==> config.mk <==
export PLATFORM = sky130hd
export DESIGN_NAME = neuron_mac_datapath
export DESIGN_NICKNAME = d
export VERILOG_FILES = /design/src/rtl/mlp_pkg.sv /design/src/rtl/neuron_mac_accum.sv /design/src/rtl/neuron_mac_datapath.sv
export SDC_FILE = /design/constraint.sdc
export NUM_CORES = 1
export LEC_CHECK = 0
export ABC_AREA = 1
export CORE_ASPECT_RATIO = 1.75
export CORE_UTILIZATION = 30
export DETAILED_ROUTE_END_ITERATION = 10
export GPL_TIMING_DRIVEN = 0
export PLACE_DENSITY = 0.55
export SYNTH_ARGS = -nofsm -noshare
export SYNTH_HDL_FRONTEND = slang
export SYNTH_HIERARCHICAL = 1
export SYNTH_SLANG_ARGS = --single-unit
export TNS_END_PERCENT = 30
==> constraint.sdc <==
create_clock -name clk -period 8.9 [get_ports clk]
set_input_delay 2.67 -clock clk [delete_from_list [all_inputs] [get_ports clk]]
set_output_delay 2.67 -clock clk [all_outputs]
set_load 0.05 [all_outputs]
==> src/rtl/mlp_pkg.sv <==
// Shared types and helpers for the MLP neuron datapath: FSM state encoding,
// fixed-point scale constant and the ReLU + rescale step.
package mlp_pkg;

  typedef enum logic [2:0] {
    IDLE,
    ACCUM,
    BIAS,
    ACT,
    OUT
  } neuron_state_t;

  localparam int PKG_FRAC_W = 8;
  localparam int Q_ONE      = 1 << PKG_FRAC_W;

  // Width the rescale helper works in; any accumulator up to this width fits.
  localparam int RESCALE_W = 64;

  // Negative sums clamp to zero, the rest drop their fractional bits.
  function automatic logic signed [RESCALE_W-1:0] relu_rescale(
    input logic signed [RESCALE_W-1:0] acc,
    input int unsigned                 frac_w
  );
    if (acc < 0) return '0;
    return acc >>> frac_w;
  endfunction

endpackage

==> src/rtl/neuron_mac_accum.sv <==
// Signed multiply-accumulate core: full-width product, ACC_W accumulator with
// clear, add-product and add-bias controls (clear has priority).
module neuron_mac_accum #(
  parameter int DATA_W = 16,
  parameter int FRAC_W = 8,
  parameter int ACC_W  = 40
) (
  input  logic                     clk,
  input  logic                     reset,
  input  logic                     clear,
  input  logic                     add_product,
  input  logic                     add_bias,
  input  logic signed [DATA_W-1:0] weight,
  input  logic signed [DATA_W-1:0] x_in,
  input  logic signed [DATA_W-1:0] bias,
  output logic signed [ACC_W-1:0]  acc
);

  logic signed [2*DATA_W-1:0] product;
  logic signed [ACC_W-1:0]    product_ext;
  logic signed [ACC_W-1:0]    bias_ext;

  assign product     = weight * x_in;
  assign product_ext = ACC_W'(product);
  // Bias is aligned to the product's 2*FRAC_W binary point.
  assign bias_ext    = ACC_W'(bias) <<< FRAC_W;

  always_ff @(posedge clk or posedge reset) begin
    if (reset) begin
      acc <= '0;
    end else if (clear) begin
      acc <= '0;
    end else if (add_product) begin
      acc <= acc + product_ext;
    end else if (add_bias) begin
      acc <= acc + bias_ext;
    end
  end

endmodule

==> src/rtl/neuron_mac_datapath.sv <==
// One MLP neuron: sum(w*x) + bias, ReLU, rescale, valid/ready output.
// Define MLP_NEURON_SAT_EN to clamp oversized results and flag overflow.
module neuron_mac_datapath
  import mlp_pkg::*;
#(
  parameter int DATA_W     = 16,
  parameter int FRAC_W     = 8,
  parameter int NUM_INPUTS = 8,
  parameter int ACC_W      = 40
) (
  input  logic                     clk,
  input  logic                     reset,
  input  logic                     start,
  input  logic signed [DATA_W-1:0] bias,
  input  logic                     in_valid,
  output logic                     in_ready,
  input  logic signed [DATA_W-1:0] weight,
  input  logic signed [DATA_W-1:0] x_in,
  output logic                     out_valid,
  input  logic                     out_ready,
  output logic [DATA_W-1:0]        out_data,
  output logic                     busy,
  output logic                     done,
  output logic                     overflow
);

  localparam int CNT_W = (NUM_INPUTS > 1) ? $clog2(NUM_INPUTS) : 1;
  localparam logic [CNT_W-1:0] LAST_IDX = CNT_W'(NUM_INPUTS - 1);
  localparam logic signed [RESCALE_W-1:0] RES_MAX =
    (RESCALE_W'(1) <<< (DATA_W - 1)) - RESCALE_W'(1);

  neuron_state_t           state;
  logic [CNT_W-1:0]        count;
  logic signed [DATA_W-1:0] bias_q;
  logic signed [ACC_W-1:0] acc;
  logic                    clear_acc;
  logic                    add_product;
  logic                    add_bias;
  logic signed [RESCALE_W-1:0] r;
  logic [DATA_W:0]         sat_r;

  // Returns {overflow, data}; without saturation the result simply wraps.
  function automatic logic [DATA_W:0] saturate(input logic signed [RESCALE_W-1:0] v);
`ifdef MLP_NEURON_SAT_EN
    if (v > RES_MAX) return {1'b1, RES_MAX[DATA_W-1:0]};
    return {1'b0, v[DATA_W-1:0]};
`else
    return {1'b0, v[DATA_W-1:0]};
`endif
  endfunction

  assign clear_acc   = (state == IDLE) && start;
  assign add_product = (state == ACCUM) && in_valid && in_ready;
  assign add_bias    = (state == BIAS);

  neuron_mac_accum #(
    .DATA_W (DATA_W),
    .FRAC_W (FRAC_W),
    .ACC_W  (ACC_W)
  ) u_accum (
    .clk         (clk),
    .reset       (reset),
    .clear       (clear_acc),
    .add_product (add_product),
    .add_bias    (add_bias),
    .weight      (weight),
    .x_in        (x_in),
    .bias        (bias_q),
    .acc         (acc)
  );

  assign r     = relu_rescale(RESCALE_W'(acc), FRAC_W);
  assign sat_r = saturate(r);

  always_ff @(posedge clk or posedge reset) begin
    if (reset) begin
      state     <= IDLE;
      count     <= '0;
      bias_q    <= '0;
      in_ready  <= 1'b0;
      out_valid <= 1'b0;
      out_data  <= '0;
      overflow  <= 1'b0;
      busy      <= 1'b0;
      done      <= 1'b0;
    end else begin
      done <= 1'b0;
      case (state)
        IDLE: begin
          if (start) begin
            bias_q   <= bias;
            count    <= '0;
            in_ready <= 1'b1;
            busy     <= 1'b1;
            state    <= ACCUM;
          end
        end
        ACCUM: begin
          if (in_valid && in_ready) begin
            count <= count + 1'b1;
            if (count == LAST_IDX) begin
              in_ready <= 1'b0;
              state    <= BIAS;
            end
          end
        end
        BIAS: begin
          state <= ACT;
        end
        // Result and flag are frozen here and held through the OUT wait.
        ACT: begin
          out_data  <= sat_r[DATA_W-1:0];
          overflow  <= sat_r[DATA_W];
          out_valid <= 1'b1;
          state     <= OUT;
        end
        OUT: begin
          if (out_ready) begin
            out_valid <= 1'b0;
            busy      <= 1'b0;
            done      <= 1'b1;
            state     <= IDLE;
          end
        end
        default: begin
          state <= IDLE;
        end
      endcase
    end
  end

endmodule

==> metrics.md <==
| Metric | Value |
|---|---|
| Post-synth EDFFs | 0 |
| Die height | 340 µm |
| Simple logic cell fraction of the synthesized area | 24.8% |
| Post-synthesis mux area share | 0% |
| Total wire length | 63600 µm |
| Crit-path max FO | 10 |
| Crit-path slowest cell | fa_1 |
| Slew Viols, Final | 0 |
| Largest net degree at the start of global routing | 41 |
| Crit path kind | primary input to flip-flop |
| Worst EP arrival | 8900 ps |
| Vias in the first global route | 18100 |
| DR iter-0 viols | 728 |
| Die W | 195 µm |
| Synth top cells by count | nand2_1 (810), inv_1 (756), fa_1 (331), ha_1 (148), nand3_1 (137) |
| DIE AREA | 66400 µm² |
| Starting Density | 30.4% |
| Crit. End Element | flip-flop |
| Global placement routability congestion | 0.956 |
| Top cells by area, synth | fa_1 (34%), nand2_1 (16%), inv_1 (14%) |
| Finished Core Util | 33.5% |
| Slew of the pin with the lowest slew margin | 961 ps |
| Final Hold Vio Count | 0 |
| Worst-path clk slew | 70 ps |
| Cell with the most instances after synthesis | nand2_1 |
| Post-Synth XOR/XNOR Area | 0.671% |
| First-pass GRT wire length | 101000 µm |
| Final cycle utilization of the critical path | 97.2% |
| Post-Synth Adder-Cell Area | 43.3% |
| Clk sinks | 82 |
| I/O pin cnt | 74 |
| IO Port Bufs | 43 |
| Synth cell types | 44 |
| Synth Warn # | 6 |
| Residual DRC | 0 |
| Syn_nets | 3270 |
| Diode count | 0 |
| Syn avg cell area | 7.15 µm² |
| Maximum Capacitance Violations | 0 |
| Worst path max stage delay | 630 ps |
| H-tree Lvls | 3 |
| Top Family by Delay on Critical Path | adder cells |
| Core Footprint | 64500 µm² |
| # setup viols final | 0 |
| Hold path start | out_data[15] |
| Post-DP HPWL | 56100 µm |
| Main synth FF type | dfrtp_1 |
| Ratio of cells with drive above 1 in the final layout | 5.49% |
| RSZ-0062 raised after global routing | no |
| Yosys reg bits | 82 |
| Synth async-reset ratio | 100% |
| Global Route Usage Sum | 20.1% |
| Row cnt | 123 |
| Post-DRT Antenna Nets | 0 |
| Crit path buffers/inverters | 8 |
| Area leader, netlist | fa_1 |
| GR Overflow Total | 0 |
| Period minus WS final | 8650 ps |
| Slew HR | 35.9% |
| Antenna violations before repair | 0 |
| Post-synthesis compound-gate area fraction | 4.34% |
| Clock skew | 19.6 ps |
| CTS tree | done |
| FMAX | 0.116 GHz |
| Inserted Clock Buffers | 9 |
| Worst-case clock buffer depth | 2 |
| CP Launch Point | weight[15] |
| Worst R2R Start | u_accum/acc[15] |
| Clock Latency Late Sink | 380 ps |
| Final nets | 3333 |
| Via density | 4.58 |
| Largest family of logic cells by synthesized area | adder cells |
| Critical path startpoint category | primary input |
| Cell Area, Synth | 19600 µm² |
| Status | complete, no violations |
| Area Overhead vs Synth | 10.1% |
| Synth top area share | 33.8% |
| DR pass1 iterations | 5 |
| Cells after Synth | 2738 |
| Via count | 16600 |
| Root buffer cell | clkbuf_16 |
| Worst min-delay path class | flip-flop to flip-flop |
| Req. time, crit path | 9150 ps |
| Sequential area share after synthesis | 10.5% |
| WL per Instance | 17.6 µm |
-- layout make-up --
cell class / instances / area, µm²
clock inverters: 7 / 124
flip-flops and latches: 82 / 2050
repair buffers: 52 / 512
multi-input cells: 1812 / 14400
fillers: 6934 / 42900
well taps: 812 / 1020
clock buffers: 9 / 225
plain buffers: 79 / 384
inverters: 765 / 2890
-- layer usage --
metal  wire length (µm)  GRT usage, %
met3               1140          1.16
met1              21900          19.3
met5                  0             0
met2              35400          39.8
met4               5200          14.5
-- placed cells by master (no fill, tap or decap), types with 6 or more instances in the layout --
cell type	netlist	routed
nor2_2	14	19
dfrtp_1	82	82
inv_1	756	750
fa_1	331	328
clkbuf_16	0	9
a21oi_1	63	63
o21bai_1	13	13
nand3_2	8	10
buf_4	3	11
nand3_1	137	135
o21ai_0	44	44
clkbuf_1	65	39
a22o_1	6	6
nand2_1	810	808
nor2_1	127	120
nor3_1	13	13
xor2_1	8	8
buf_2	5	6
clkbuf_2	1	25
xnor2_1	7	7
clkdlybuf4s50_1	0	42
nand2_2	20	22
nand4_1	20	20
ha_1	148	147
inv_2	8	11
-- per-stage QoR --
| step | setup slack (ps) | hold WS, ps | instances | area, µm² | TNS [ps] |
|---|---|---|---|---|---|
| floorplan | 708 | 453 | 2738 | 19600 | 0 |
| global placement | -1450 | 463 | 3593 | 21000 | -16920 |
| detailed placement | -1440 | 466 | 3594 | 21100 | -17210 |
| CTS | 5.90 | 485 | 3612 | 21400 | 0 |
| global route | 0.798 | 507 | 3618 | 21600 | 0 |
| finish | 246 | 482 | 3618 | 21600 | 0 |
-- flip-flops by register name (all words and copies together) (netlist names) --
| register | flops |
|---|---|
| out_data | 16 |
| out_valid | 1 |
| count | 3 |
| done | 1 |
| bias_q | 16 |
| busy | 1 |
| in_ready | 1 |
| state | 3 |
| u_accum/acc | 40 |
-- worst paths after layout --
kind                                    to  slack [ps]  cells past startpoint
setup / recovery           u_accum/acc[36]         250                     25
hold / removal                out_data[15]         480                      2
setup reg to reg           u_accum/acc[34]        3720                     21
hold reg to reg               out_data[15]         480                      2
max in group asynchronous  u_accum/acc[36]        5500                      2
min in group asynchronous      out_data[1]        2570                      2
-- worst reg2reg max path: stages (launching register included) --
cell and delay, ps:
dfrtp_1 450, inv_1 140, fa_1 520, inv_1 60, fa_1 530, fa_1 440, fa_1 560, inv_1 50
fa_1 470, inv_1 40, ha_1 350, nand2_1 100, nor2_1 220, inv_1 100, nor3_2 230, nand2_1 90
nand2_1 140, nand2_1 130, nand3_1 100, nand3_1 120, nand3_1 140, nand2_1 60
-- timing repair --
action | 4_1_cts | 5_1_grt
endpoints found under the setup margin | 19 | 15
pin swaps | 0 | 2
gates resized for setup | 17 | 58
setup buffers | 2 | 6
hold buffers | 0 | 0
-- logic make-up (layout without fill, tap and decap cells) --
| group | after synthesis | in the layout |
|---|---|---|
| xor+xnor | 15 | 15 |
| compound gates | 148 | 148 |
| fa+ha+maj | 479 | 479 |
| flops | 82 | 82 |
| buf+inv | 844 | 912 |
| other cells | 1 | 1 |
| simple gates | 1169 | 1169 |
Power is not shown: default switching activity piles up to over one toggle a cycle in this logic, so the estimate is an artifact.
